File: config.mk
export PLATFORM = sky130hd
export DESIGN_NAME = inst_prefetch_queue_flat
export DESIGN_NICKNAME = d
export VERILOG_FILES = /design/src/rtl/inst_fetch_pkg.sv /design/src/rtl/inst_prefetch_queue_if.sv /design/src/rtl/inst_prefetch_queue_fifo.sv /design/src/rtl/inst_prefetch_queue.sv /design/src/flat_wrapper.sv
export SDC_FILE = /design/constraint.sdc
export NUM_CORES = 1
export LEC_CHECK = 0
export ABC_CLOCK_PERIOD_IN_PS = 3860
export CAP_MARGIN = 15
export CORE_ASPECT_RATIO = 1.25
export CORE_MARGIN = 2
export CORE_UTILIZATION = 50
export DETAILED_ROUTE_END_ITERATION = 12
export PLACE_DENSITY = 0.72
export REMOVE_ABC_BUFFERS = 1
export SLEW_MARGIN = 20
export SYNTH_ARGS = -nofsm -noshare
export SYNTH_HDL_FRONTEND = slang
export SYNTH_SLANG_ARGS = --single-unit
File: constraint.sdc
create_clock -name clk -period 3.86 [get_ports clk]
set_input_delay 0.579 -clock clk [delete_from_list [all_inputs] [get_ports clk]]
set_output_delay 0.579 -clock clk [all_outputs]
set_load 0.02 [all_outputs]
File: src/rtl/inst_fetch_pkg.sv
// -----------------------------------------------------------------------------
// inst_fetch_pkg
// Shared defaults and the FSM state encoding for the instruction prefetch queue.
// No ports; imported by the interface, the FIFO and the top.
// -----------------------------------------------------------------------------
package inst_fetch_pkg;

   localparam int          IPQ_ADDR_W   = 32;
   localparam int          IPQ_INST_W   = 32;
   localparam int          IPQ_PC_INC   = 4;
   localparam logic [31:0] IPQ_RESET_PC = 32'h0000_0000;

   typedef enum logic [1:0] {
      ST_BOOT  = 2'd0,
      ST_RUN   = 2'd1,
      ST_FLUSH = 2'd2
   } ipq_state_e;

endpackage

File: src/rtl/inst_prefetch_queue_if.sv
// -----------------------------------------------------------------------------
// inst_prefetch_queue_if
// Groups the three buses around the prefetch queue:
//   imem side     : imem_addr, imem_req (to memory), imem_data (from memory)
//   redirect side : redirect_valid, redirect_addr
//   decode side   : inst_valid, inst, inst_pc (to decode), inst_ready (from decode)
// master = prefetch queue, slave = memory/decode/branch environment.
// -----------------------------------------------------------------------------
interface inst_prefetch_queue_if
   import inst_fetch_pkg::*;
#(
   parameter int ADDR_W = IPQ_ADDR_W,
   parameter int INST_W = IPQ_INST_W
) ();

   logic [ADDR_W-1:0] imem_addr;
   logic              imem_req;
   logic [INST_W-1:0] imem_data;
   logic              redirect_valid;
   logic [ADDR_W-1:0] redirect_addr;
   logic              inst_valid;
   logic [INST_W-1:0] inst;
   logic [ADDR_W-1:0] inst_pc;
   logic              inst_ready;

   modport master (
      output imem_addr, imem_req,
      input  imem_data,
      input  redirect_valid, redirect_addr,
      output inst_valid, inst, inst_pc,
      input  inst_ready
   );

   modport slave (
      input  imem_addr, imem_req,
      output imem_data,
      output redirect_valid, redirect_addr,
      input  inst_valid, inst, inst_pc,
      output inst_ready
   );

endinterface

File: src/rtl/inst_prefetch_queue_fifo.sv
// -----------------------------------------------------------------------------
// ipq_fifo
// Generic DEPTH x WIDTH synchronous FIFO with combinational head.
// Ports:
//   clk, rst   clock, asynchronous active-low reset
//   i_push     write i_wdata at the tail
//   i_pop      advance head (ignored when empty)
//   i_clear    synchronous flush; wins over push/pop
//   o_head     head entry
//   o_count    occupancy 0..DEPTH
//   o_empty    occupancy is zero
// DEPTH must be a power of two so the pointers wrap naturally.
// -----------------------------------------------------------------------------
module ipq_fifo
   import inst_fetch_pkg::*;
#(
   parameter  int DEPTH = 4,
   parameter  int WIDTH = 64,
   localparam int AW    = $clog2(DEPTH)
) (
   input  logic             clk,
   input  logic             rst,
   input  logic             i_push,
   input  logic             i_pop,
   input  logic             i_clear,
   input  logic [WIDTH-1:0] i_wdata,
   output logic [WIDTH-1:0] o_head,
   output logic [AW:0]      o_count,
   output logic             o_empty
);

   logic [WIDTH-1:0] r_mem [DEPTH];
   logic [AW-1:0]    r_wr_ptr;
   logic [AW-1:0]    r_rd_ptr;
   logic [AW:0]      r_count;
   logic             w_do_pop;
   logic             w_full;

   assign o_empty  = (r_count == '0);
   assign w_full   = (r_count == (AW+1)'(DEPTH));
   assign w_do_pop = i_pop && !o_empty;
   assign o_head   = r_mem[r_rd_ptr];
   assign o_count  = r_count;

   // Storage is reset too so the head reads zero out of reset.
   always_ff @(posedge clk or negedge rst) begin
      if (!rst) begin
         r_wr_ptr <= '0;
         r_rd_ptr <= '0;
         r_count  <= '0;
         for (int i = 0; i < DEPTH; i++) r_mem[i] <= '0;
      end else if (i_clear) begin
         r_wr_ptr <= '0;
         r_rd_ptr <= '0;
         r_count  <= '0;
      end else begin
         if (i_push) begin
            r_mem[r_wr_ptr] <= i_wdata;
            r_wr_ptr        <= r_wr_ptr + 1'b1;
         end
         if (w_do_pop) r_rd_ptr <= r_rd_ptr + 1'b1;
         case ({i_push, w_do_pop})
            2'b10:   r_count <= r_count + 1'b1;
            2'b01:   r_count <= r_count - 1'b1;
            default: r_count <= r_count;
         endcase
      end
   end

   // The upstream credit scheme must never push into a full queue.
   a_no_overflow: assert property (@(posedge clk) disable iff (!rst)
      !(i_push && !i_clear && w_full && !w_do_pop));

endmodule

File: src/rtl/inst_prefetch_queue.sv
// -----------------------------------------------------------------------------
// inst_prefetch_queue
// Instruction fetch front end: owns the fetch PC, issues 1-cycle synchronous
// memory reads, buffers returned words with their PC in ipq_fifo and hands
// them to decode over valid/ready. A redirect flushes and restarts fetch.
// Ports:
//   clk   system clock
//   rst   asynchronous active-low reset
//   bus   inst_prefetch_queue_if.master (imem, redirect, decode buses)
// Build option:
//   IPQ_BYPASS_EN  when defined, a return arriving at an empty queue is shown
//                  to decode in the same cycle (1-cycle issue-to-valid);
//                  otherwise every return goes through the FIFO (2 cycles).
// -----------------------------------------------------------------------------
module inst_prefetch_queue
   import inst_fetch_pkg::*;
#(
   parameter int                DEPTH    = 4,
   parameter int                ADDR_W   = IPQ_ADDR_W,
   parameter int                INST_W   = IPQ_INST_W,
   parameter int                PC_INC   = IPQ_PC_INC,
   parameter logic [ADDR_W-1:0] RESET_PC = ADDR_W'(IPQ_RESET_PC)
) (
   input logic                   clk,
   input logic                   rst,
   inst_prefetch_queue_if.master bus
);

   localparam int AW = $clog2(DEPTH);
   localparam int FW = INST_W + ADDR_W;

   ipq_state_e        r_state;
   ipq_state_e        w_state_nxt;
   logic [ADDR_W-1:0] r_fetch_pc;
   logic [ADDR_W-1:0] r_req_pc;
   logic              r_inflight;   // a read return is on imem_data this cycle
   logic              w_issue;
   logic              w_redir;
   logic              w_ret;
   logic              w_byp;
   logic              w_byp_take;
   logic              w_push;
   logic              w_pop;
   logic [AW:0]       w_count;
   logic              w_empty;
   logic [FW-1:0]     w_head;

   assign w_redir = bus.redirect_valid;

   // ---------------- FSM ----------------
   always_ff @(posedge clk or negedge rst) begin
      if (!rst) r_state <= ST_BOOT;
      else      r_state <= w_state_nxt;
   end

   // Credit: occupancy plus the outstanding return must leave a free slot,
   // so the return always has room and needs no backpressure path.
   always_comb begin
      w_state_nxt = r_state;
      w_issue     = 1'b0;
      case (r_state)
         ST_BOOT:  w_state_nxt = ST_RUN;
         ST_RUN:   w_issue     = (int'(w_count) + int'(r_inflight)) < DEPTH;
         ST_FLUSH: w_state_nxt = ST_RUN;
         default:  w_state_nxt = ST_BOOT;
      endcase
      if (w_redir) w_state_nxt = ST_FLUSH;
   end

   // ---------------- fetch PC / inflight tracking ----------------
   // A redirect kills whatever return is due next cycle by clearing r_inflight.
   always_ff @(posedge clk or negedge rst) begin
      if (!rst) begin
         r_fetch_pc <= RESET_PC;
         r_req_pc   <= '0;
         r_inflight <= 1'b0;
      end else if (w_redir) begin
         r_fetch_pc <= bus.redirect_addr;
         r_inflight <= 1'b0;
      end else begin
         r_inflight <= w_issue;
         if (w_issue) begin
            r_req_pc   <= r_fetch_pc;
            r_fetch_pc <= r_fetch_pc + ADDR_W'(PC_INC);
         end
      end
   end

   assign bus.imem_addr = r_fetch_pc;
   assign bus.imem_req  = w_issue;

   // ---------------- return / decode side ----------------
   // A return in the redirect cycle belongs to the old stream and is dropped.
   assign w_ret = r_inflight && !w_redir;

`ifdef IPQ_BYPASS_EN
   assign w_byp      = w_ret && w_empty;
   assign w_byp_take = w_byp && bus.inst_ready;
`else
   assign w_byp      = 1'b0;
   assign w_byp_take = 1'b0;
`endif

   assign w_push = w_ret && !w_byp_take;
   assign w_pop  = !w_empty && bus.inst_ready && !w_redir;

   assign bus.inst_valid = !w_redir && (!w_empty || w_byp);
   assign bus.inst       = w_byp ? bus.imem_data : w_head[FW-1:ADDR_W];
   assign bus.inst_pc    = w_byp ? r_req_pc      : w_head[ADDR_W-1:0];

   ipq_fifo #(
      .DEPTH (DEPTH),
      .WIDTH (FW)
   ) u_fifo (
      .clk     (clk),
      .rst     (rst),
      .i_push  (w_push),
      .i_pop   (w_pop),
      .i_clear (w_redir),
      .i_wdata ({bus.imem_data, r_req_pc}),
      .o_head  (w_head),
      .o_count (w_count),
      .o_empty (w_empty)
   );

endmodule
File: src/flat_wrapper.sv
// flat-port wrapper written by rule: the top's interface ports become plain ports
module inst_prefetch_queue_flat import inst_fetch_pkg::*;
#(
   parameter int                DEPTH    = 4,
   parameter int                ADDR_W   = IPQ_ADDR_W,
   parameter int                INST_W   = IPQ_INST_W,
   parameter int                PC_INC   = IPQ_PC_INC,
   parameter logic [ADDR_W-1:0] RESET_PC = ADDR_W'(IPQ_RESET_PC)
)
  (clk, rst, bus_imem_addr, bus_imem_req, bus_imem_data, bus_redirect_valid, bus_redirect_addr, bus_inst_valid, bus_inst, bus_inst_pc, bus_inst_ready);
  inst_prefetch_queue_if #(.ADDR_W(ADDR_W), .INST_W(INST_W)) bus_i ();
  input logic clk;
  input logic rst;
  output wire logic [$bits(bus_i.imem_addr)-1:0] bus_imem_addr;
  output wire logic [$bits(bus_i.imem_req)-1:0] bus_imem_req;
  input wire logic [$bits(bus_i.imem_data)-1:0] bus_imem_data;
  input wire logic [$bits(bus_i.redirect_valid)-1:0] bus_redirect_valid;
  input wire logic [$bits(bus_i.redirect_addr)-1:0] bus_redirect_addr;
  output wire logic [$bits(bus_i.inst_valid)-1:0] bus_inst_valid;
  output wire logic [$bits(bus_i.inst)-1:0] bus_inst;
  output wire logic [$bits(bus_i.inst_pc)-1:0] bus_inst_pc;
  input wire logic [$bits(bus_i.inst_ready)-1:0] bus_inst_ready;
  assign bus_imem_addr = bus_i.imem_addr;
  assign bus_imem_req = bus_i.imem_req;
  assign bus_i.imem_data = bus_imem_data;
  assign bus_i.redirect_valid = bus_redirect_valid;
  assign bus_i.redirect_addr = bus_redirect_addr;
  assign bus_inst_valid = bus_i.inst_valid;
  assign bus_inst = bus_i.inst;
  assign bus_inst_pc = bus_i.inst_pc;
  assign bus_i.inst_ready = bus_inst_ready;
  inst_prefetch_queue #(.DEPTH(DEPTH), .ADDR_W(ADDR_W), .INST_W(INST_W), .PC_INC(PC_INC), .RESET_PC(RESET_PC)) u_core (.clk(clk), .rst(rst), .bus(bus_i));
endmodule
Yosys cells after proc, flatten, opt, wreduce, memory -nomap -nowiden
Index checks and enable logic that the tools add are counted.
{"block": "totals", "output_inout_bits": 98, "input_bits": 68, "regBits": 330, "wordCells": 64}
{"block": "op_classes", "n_reduce_logical": 17, "bitwise": 3, "mux": 18, "add_sub_neg": 6, "n_eq_ne": 5, "magnitude_cmp": 4}
{"op": "bitwise mux 256 bit", "count": 1}
{"op": "two-way mux 64 bit", "count": 3}
{"op": "binary-select mux 64 bit (select 2 bit)", "count": 1}
{"op": "demux 64 bit (select 2 bit)", "count": 1}
{"op": "two-way mux 32 bit", "count": 2}
{"op": "adder 32 x 3 -> 32 bit, second input constant", "count": 1}
{"op": "< comparator 32 x 4 -> 1 bit, second input constant", "count": 1}
{"op": "two-way mux 2 bit", "count": 5}
{"op": ">= comparator 3 bit, second input constant", "count": 2}
{"op": "logical AND 1 bit", "count": 6}
{"op": "inverter 2 -> 3 bit", "count": 2}
{"op": "one-hot mux 3 bit (2 select lines)", "count": 1}
{"op": "nonzero test 2 bit", "count": 3}
{"op": "adder 2 x 1 -> 2 bit, second input constant", "count": 2}
{"op": "adder 3 x 1 -> 4 bit", "count": 1}
{"op": "== test 2 x 1 -> 1 bit, second input constant", "count": 2}
{"op": "== test 2 bit, second input constant", "count": 2}
{"op": "one-hot mux 2 bit (2 select lines)", "count": 1}
{"op": "AND reduction 2 bit", "count": 2}
{"op": "adder 3 x 1 -> 3 bit, second input constant", "count": 1}
{"op": "zero test 3 bit", "count": 1}
{"op": "< comparator 3 x 1 -> 1 bit, second input constant", "count": 1}
{"op": "two-way mux 3 bit", "count": 1}
{"op": "nonzero test 3 bit", "count": 1}
{"op": "other kinds (7)", "count": 9}

Depth between registers and ports, before layout
Gate-level depths: netlist of run 1.
{"block": "logic_depth", "depth_word": 8, "ltp_mapped": 7}

Modules after synthesis
A second synthesis of run 1 with hierarchy kept.
{"block": "unflattened", "cells_unflattened": 954, "area_unflattened_um2": 15901.5}
{"module": "ipq_fifo", "seq_area_each_um2": 6581.3, "n_inst": 1, "cells_per_inst": 667, "area_each_um2": 12767.2}
{"module": "inst_prefetch_queue", "seq_area_each_um2": 1676.6, "n_inst": 1, "cells_per_inst": 287, "area_each_um2": 3134.3}

Worst setup path before layout of run 1
No wires, ideal clock.
{"block": "synth_path", "path_type": "flip-flop to output port", "startpoint": "register u_core.u_fifo.r_rd_ptr[0]", "endpoint": "output bus_inst[10]", "arrival_ns": 1.629, "stages_incl_launch_ff": 5, "setup_slack_ns": 1.652, "n_path_buf": 3, "path_cell_list": "dfrtp_1 clkbuf_1 buf_2 buf_2 mux4_2"}
{"block": "synth_between", "elab_chain_len": 4}
{"element": "from (decl)", "line": "inst_prefetch_queue_fifo.sv:34", "rtl": "logic [AW-1:0] r_rd_ptr;"}
{"element": "from (signal assigned)", "line": "inst_prefetch_queue_fifo.sv:61", "rtl": "if (w_do_pop) r_rd_ptr <= r_rd_ptr + 1'b1;"}
{"element": "inverter 2 -> 3 bit (not written as such)", "line": "inst_prefetch_queue_fifo.sv:42", "rtl": "assign o_head = r_mem[r_rd_ptr];"}
{"element": "binary-select mux 64 bit (select 2 bit)", "line": "inst_prefetch_queue_fifo.sv:42"}
{"element": "two-way mux 64 bit (not written as such) (2 in a row)", "line": "inst_prefetch_queue_fifo.sv:42"}
{"element": "to (decl)", "line": "flat_wrapper.sv:20", "rtl": "output wire logic [$bits(bus_i.inst)-1:0] bus_inst;"}
Every way passes these cells. The select of a mux whose other input is x is not followed.

Worst setup path after layout of run 1
{"block": "layout_path", "startpoint": "register u_core.u_fifo.r_rd_ptr[0]", "endpoint": "output bus_inst_pc[7]"}
{"block": "layout_between", "elab_chain_len": 4}
{"element": "inverter 2 -> 3 bit (not written as such)", "line": "inst_prefetch_queue_fifo.sv:42"}
{"element": "binary-select mux 64 bit (select 2 bit)", "line": "inst_prefetch_queue_fifo.sv:42"}
{"element": "two-way mux 64 bit (not written as such) (2 in a row)", "line": "inst_prefetch_queue_fifo.sv:42"}
{"element": "to (decl)", "line": "flat_wrapper.sv:21", "rtl": "output wire logic [$bits(bus_i.inst_pc)-1:0] bus_inst_pc;"}
Every way passes these cells. The select of a mux whose other input is x is not followed.

==> results of run 1 <==
==> per-stage QoR <==
step	hold WS [ns]	utilization	cell area, µm²	setup TNS, ns	total power (W)
2_1_floorplan	0.283	-	14200	-3.01	0.00554
3_3_place_gp	0.452	0.582	16500	0	0.00655
4_1_cts	0.102	0.623	17700	0	0.00995
5_1_grt	0.120	0.623	17700	0	0.0103
6_report	0.0841	0.623	17700	0	0.00983
3_5_place_dp	0.463	0.582	16500	0	0.00660
==> cells in the mapped netlist (2+ instances only) <==
master / number / area share
dfrtp_1: 330 / 0.57
mux2_2: 290 / 0.23
mux4_2: 64 / 0.10
clkbuf_1: 50 / 0.013
nand2_1: 44 / 0.011
o21ai_0: 29 / 0.010
xnor2_1: 21 / 0.013
nor2_1: 18 / 0.0047
nand3_1: 15 / 0.0052
xor2_1: 9 / 0.0055
nand4_1: 8 / 0.0035
nor4_1: 8 / 0.0035
inv_1: 7 / 0.0018
nor3_1: 7 / 0.0024
and3_1: 5 / 0.0022
buf_2: 5 / 0.0017
ha_1: 5 / 0.0043
mux2i_1: 4 / 0.0028
a21oi_1: 3 / 0.0010
a31oi_1: 3 / 0.0013
and2_1: 3 / 0.0013
and4_1: 2 / 0.0012
buf_1: 2 / 0.00052
nor4b_1: 2 / 0.0012
or3_1: 2 / 0.00087
==> sequential cells by signal, indices dropped and copies added, names as in the netlist <==
name	count
u_core.r_req_pc	32
u_core.r_inflight	1
u_core.u_fifo.r_wr_ptr	2
u_core.u_fifo.o_count	3
u_core.u_fifo.r_rd_ptr	2
u_core.bus.imem_addr	32
u_core.r_state	2
u_core.u_fifo.r_mem	256
==> how the worst min path moves through the flow <==
| stage | to | slack, ns | depth (start not counted) | startpoint |
|---|---|---|---|---|
| global placement | u_core.r_state[0] | 0.45 | 1 | u_core.r_state[1] |
| finish | u_core.u_fifo.r_mem[247] | 0.08 | 1 | rst |
| floorplan | u_core.bus.imem_addr[0] | 0.28 | 0 | rst |
| global route | u_core.u_fifo.r_mem[247] | 0.12 | 1 | rst |
| detailed placement | u_core.r_state[0] | 0.46 | 1 | u_core.r_state[0] |
| CTS | u_core.u_fifo.r_mem[247] | 0.10 | 1 | rst |
==> layer usage <==
layer,part of all wire,up-vias,track usage,wire (µm)
met5,0,-,0,0
met4,0.023,0,0.0646,714
met3,0.042,53,0.0382,1310
met2,0.50,198,0.366,15800
met1,0.43,4459,0.281,13500
li1,-,3815,-,-
==> cell type report <==
class / instances / area (µm²)
Fill cell: 2150 / 10700
Sequential cell: 330 / 8270
Multi-Input combinational cell: 554 / 5940
Timing Repair Buffer: 185 / 1860
Clock buffer: 52 / 1050
Tap cell: 355 / 444
Clock inverter: 9 / 91.3
Inverter: 7 / 26.3
==> power by group through the flow <==
stage          Sequential, W  Combinational, W  Clock (W)
6_report             0.00433           0.00218    0.00331
5_1_grt              0.00441           0.00233    0.00353
4_1_cts              0.00434           0.00222    0.00339
3_5_place_dp         0.00440           0.00221          0
3_3_place_gp         0.00438           0.00217          0
2_1_floorplan        0.00430           0.00124          0
==> cell families after synthesis <==
logic type,synth area share
xor gates and xnor gates,0.0182
muxes,0.329
buffers and inverters,0.0171
and+or+nand+nor,0.0427
AOI/OAI and AO/OA,0.0137
DFF,0.573
adders and majority gates,0.00573
==> impl_metrics.json, run 1 <==
{
  "cts_tree": "built",
  "pre_cts_ws_ns": 0.941,
  "clock.fmax_ghz": 0.294,
  "grt_pass1_vias": 9363,
  "fin_crit_sh": 0.881,
  "rsz0062_at_grt": "no",
  "crit_chain": "buf_4, mux4_2, clkdlybuf4s50_1",
  "drive_above_1_share": 0.388,
  "endpoint": "bus_inst_pc[7]",
  "swShare": 0.270,
  "cp_slowest_stage_delay_ns": 0.75,
  "crit_cells": 3,
  "die_x_um": 156,
  "finalHoldViolations": 0,
  "cap_violations": 0,
  "pwr-share-seq": 0.441,
  "worst_slack_ns": 0.461,
  "fp.dieArea_mm2": 0.0302,
  "final_common_cell": "dfrtp_1",
  "start_util": 0.507,
  "htreeDepth": 2,
  "cts_buffer_depth": 3,
  "crit_path_end_kind": "output pin",
  "critPathLaunchType": "flop",
  "p_comb_frac": 0.222,
  "synth_ff_type": "dfrtp_1",
  "crit_path_start": "u_core.u_fifo.r_rd_ptr[0]",
  "finalSetupViolations": 0,
  "netlist_area_mm2": 0.0144,
  "area_delta_synth_final_pct": 22.7,
  "period_minus_slack_ns": 3.40,
  "grt_start_max_net_pins": 90,
  "remaining_drc_errors": 0,
  "drt_iter0_markers": 301,
  "worstMarginPinSlew_ns": 0.899,
  "core_mm2": 0.0284,
  "seq_area_frac_synth": 0.573,
  "clk_pin_slew_ns": 0.06,
  "final_cells": 1492,
  "yosysWarningCount": 0,
  "holdBufCountCts": 0,
  "reg2reg_to": "u_core.u_fifo.r_mem[22]",
  "leakage_nw": 7.99,
  "synth_cell_types": 37,
  "grt_usage": 0.214,
  "synth_edf_count": 0,
  "ff2ff_setup_slack_ns": 1.34,
  "crit_path_top_delay_cell": "dfrtp_4",
  "syn_area_per_cell_um2": 15.2,
  "critPathMaxFanout": 25,
  "antenna_found_initial": 0,
  "status": "completed",
  "clock_latency_ns": 0.52,
  "r2r_start": "u_core.r_inflight",
  "clock_skew_ns": 0.0273,
  "hold_class": "in2async",
  "drt-pass1-iter-count": 4,
  "clockPowerShare": 0.337,
  "cts_buffers": 35,
  "cts.sinks": 330,
  "vias": 8525,
  "slew_headroom": 0.401,
  "cts_root_buffer": "clkbuf_16",
  "path_buf_inv": 2,
  "io_buffer_count": 165,
  "grt_pass1_wl_mm": 51.0,
  "place_congestion": 0.766,
  "die_h_um": 194,
  "async_reset_ff_frac": 1.00,
  "ant_nets": 0,
  "ir_drop_uv": 308,
  "power_switching_w": 0.00266,
  "fp-row-count": 69,
  "critPathArrivalTime_ns": 2.82,
  "final_max_slew_viol_count": 0,
  "intPower_w": 0.00717,
  "nets": 1187,
  "antenna_cells": 0,
  "cts_resized": 0,
  "wl_per_cell_um": 21.0,
  "grt.overflow.total": 0,
  "vias_per_cell": 5.71,
  "boundaryPins": 166,
  "dpl.cell_count": 1431,
  "drt_wl_total_mm": 31.3,
  "synth-seq-cells": 330,
  "reg2reg_depth": 4,
  "layout_common_cells": "dfrtp_1, mux2_2, clkdlybuf4s50_1",
  "hpwl_mm": 19.8,
  "syn_inst": 948,
  "power_per_cell_area_mw_per_mm2": 556,
  "critPathKind": "reg2out",
  "crit_required_ns": 3.28,
  "crit_family": "buffers and inverters",
  "cts_setup_buffers": 0
}
(Power assumes the default switching activity.)
==> inputs of run 2 (changes only) <==
ABC_CLOCK_PERIOD_IN_PS = default   (was 3860)
==> results of run 2 <==
Same layout as run 1: the final DEF is identical, and so are final timing and power.
==> inputs of run 3 (changes only) <==
CAP_MARGIN = 5   (was 15)
CELL_PAD_IN_SITES_DETAIL_PLACEMENT = 1   (was default)
CELL_PAD_IN_SITES_GLOBAL_PLACEMENT = 1   (was default)
PLACE_DENSITY = default   (was 0.72)
PLACE_DENSITY_LB_ADDON = 0.1   (was default)
==> run 3 against run 2 <==
Net effect: sequential power hardly changed; clock-buffer cell count is 1 higher; sequential share of layout area hardly changed; combinational power hardly changed; non-clock buffer count is 1 lower; worst setup slack better by 0.20 ns; clock power hardly changed; final area is 0.11% higher; worst hold slack better by 0.045 ns.
==> impl_metrics.json, run 3 (synthesized netlist as in run 1, its figures left out) <==
{
  "ant_nets": 0,
  "start_util": 0.507,
  "final_common_cell": "dfrtp_1",
  "fp-row-count": 69,
  "fp.dieArea_mm2": 0.0302,
  "finalHoldViolations": 0,
  "regArea_mm2": 0.00827,
  "multi_input_area_mm2": 0.00594,
  "critPathMaxFanout": 27,
  "die_x_um": 156,
  "holdBufCountCts": 0,
  "hold_class": "in2async",
  "cts.sinks": 330,
  "grt.overflow.total": 0,
  "place_congestion": 0.754,
  "area_delta_synth_final_pct": 22.9,
  "io_buffer_count": 165,
  "ff2ff_setup_slack_ns": 1.13,
  "rsz0062_at_grt": "no",
  "status": "completed",
  "power_w": 0.00989,
  "final_cells": 1494,
  "remaining_drc_errors": 0,
  "leakage_nw": 7.99,
  "hpwl_mm": 21.2,
  "drive_above_1_share": 0.386,
  "clock_skew_ns": 0.0176,
  "drt_iter0_markers": 267,
  "nets": 1186,
  "cts_buffer_depth": 3,
  "grt_start_max_net_pins": 109,
  "finalSetupViolations": 0,
  "crit_family": "buffers and inverters",
  "critPathLaunchType": "flop",
  "slew_headroom": 0.295,
  "final_max_slew_viol_count": 0,
  "grt_pass1_wl_mm": 54.4,
  "worst_slack_ns": 0.658,
  "grt_pass1_vias": 9723,
  "drt_wl_total_mm": 33.8,
  "grt_usage": 0.230,
  "htreeDepth": 2,
  "fillerInstances": 2586,
  "crit_required_ns": 3.28,
  "crit_path_top_delay_cell": "dfrtp_4",
  "power_per_cell_area_mw_per_mm2": 559,
  "hold_slack_ns": 0.129,
  "period_minus_slack_ns": 3.20,
  "cts_resized": 0,
  "cp_slowest_stage_delay_ns": 0.78,
  "critPathArrivalTime_ns": 2.62,
  "boundaryPins": 166,
  "cap_violations": 0,
  "fin_crit_sh": 0.829,
  "layout_common_cells": "dfrtp_1, mux2_2, clkdlybuf4s50_1",
  "clock_latency_ns": 0.51,
  "pre_cts_ws_ns": 1.08,
  "wl_per_cell_um": 22.6,
  "antenna_found_initial": 2,
  "vias": 8602,
  "cts_buffers": 35,
  "cts_setup_buffers": 0,
  "clock.fmax_ghz": 0.312,
  "core_mm2": 0.0284,
  "vias_per_cell": 5.76,
  "ir_drop_uv": 326,
  "critPathKind": "reg2out",
  "worstMarginPinSlew_ns": 1.06,
  "reg2reg_depth": 4,
  "cts_root_buffer": "clkbuf_16",
  "clk_pin_slew_ns": 0.06,
  "largest_reg_flops": 256,
  "cts_tree": "built",
  "crit_path_start": "u_core.u_fifo.r_rd_ptr[1]",
  "path_buf_inv": 2,
  "largest_register": "u_core.u_fifo.r_mem",
  "drt-pass1-iter-count": 4,
  "reg2reg_to": "u_core.u_fifo.r_mem[137]",
  "crit_chain": "buf_4, mux4_2, clkdlybuf4s50_1",
  "crit_path_end_kind": "output pin",
  "dpl.cell_count": 1430,
  "r2r_start": "u_core.r_inflight",
  "die_h_um": 194
}
==> run 3: worst max path at each step <==
| stage | endpoint | slack (ns) | cells after the start |
|---|---|---|---|
| after floorplan | bus_inst[0] | -0.05 | 1 |
| after global routing | bus_inst[16] | 0.55 | 3 |
| after global placement | u_core.u_fifo.r_mem[140] | 1.12 | 5 |
| after detailed placement | u_core.u_fifo.r_mem[184] | 1.08 | 5 |
| final | bus_inst_pc[28] | 0.66 | 3 |
| after CTS | bus_inst[16] | 0.61 | 3 |
==> run 3: worst reg2reg max path, cell delays in order (launching register included) <==
cell	delay [ns]
dfrtp_1	0.60
nor2b_1	0.84
nand2_4	0.48
buf_12	0.36
mux2_2	0.34
==> run 3: report_power, final <==
| group | internal (W) | switching [W] | total, W |
|---|---|---|---|
| Combinational | 0.00126 | 0.000946 | 0.00221 |
| Sequential | 0.00395 | 0.000394 | 0.00435 |
| Clock | 0.00202 | 0.00132 | 0.00334 |
==> run 3: per-stage QoR <==
step           setup TNS (ns)  instance area (µm²)  utilization
6_report                    0                17700        0.623
5_1_grt                     0                17700        0.623
4_1_cts                     0                17700        0.623
3_5_place_dp                0                16500        0.583
3_3_place_gp                0                16500        0.583
2_1_floorplan           -3.01                14200            -
==> run 3: routing by layer <==
layer | vias up | GRT usage | part of all wire
met2 | 180 | 0.402 | 0.52
met4 | 0 | 0.0649 | 0.020
met3 | 53 | 0.0371 | 0.038
met5 | - | 0 | 0
li1 | 3810 | - | -
met1 | 4559 | 0.298 | 0.42
==> run 3: layout make-up <==
cell class,instances,area share
well taps,355,0.0251
diodes,2,0.000283
flip-flops and latches,330,0.467
multi-input cells,554,0.336
inverters,7,0.00148
clock inverters,9,0.00537
clock buffers,53,0.0596
repair buffers,184,0.106
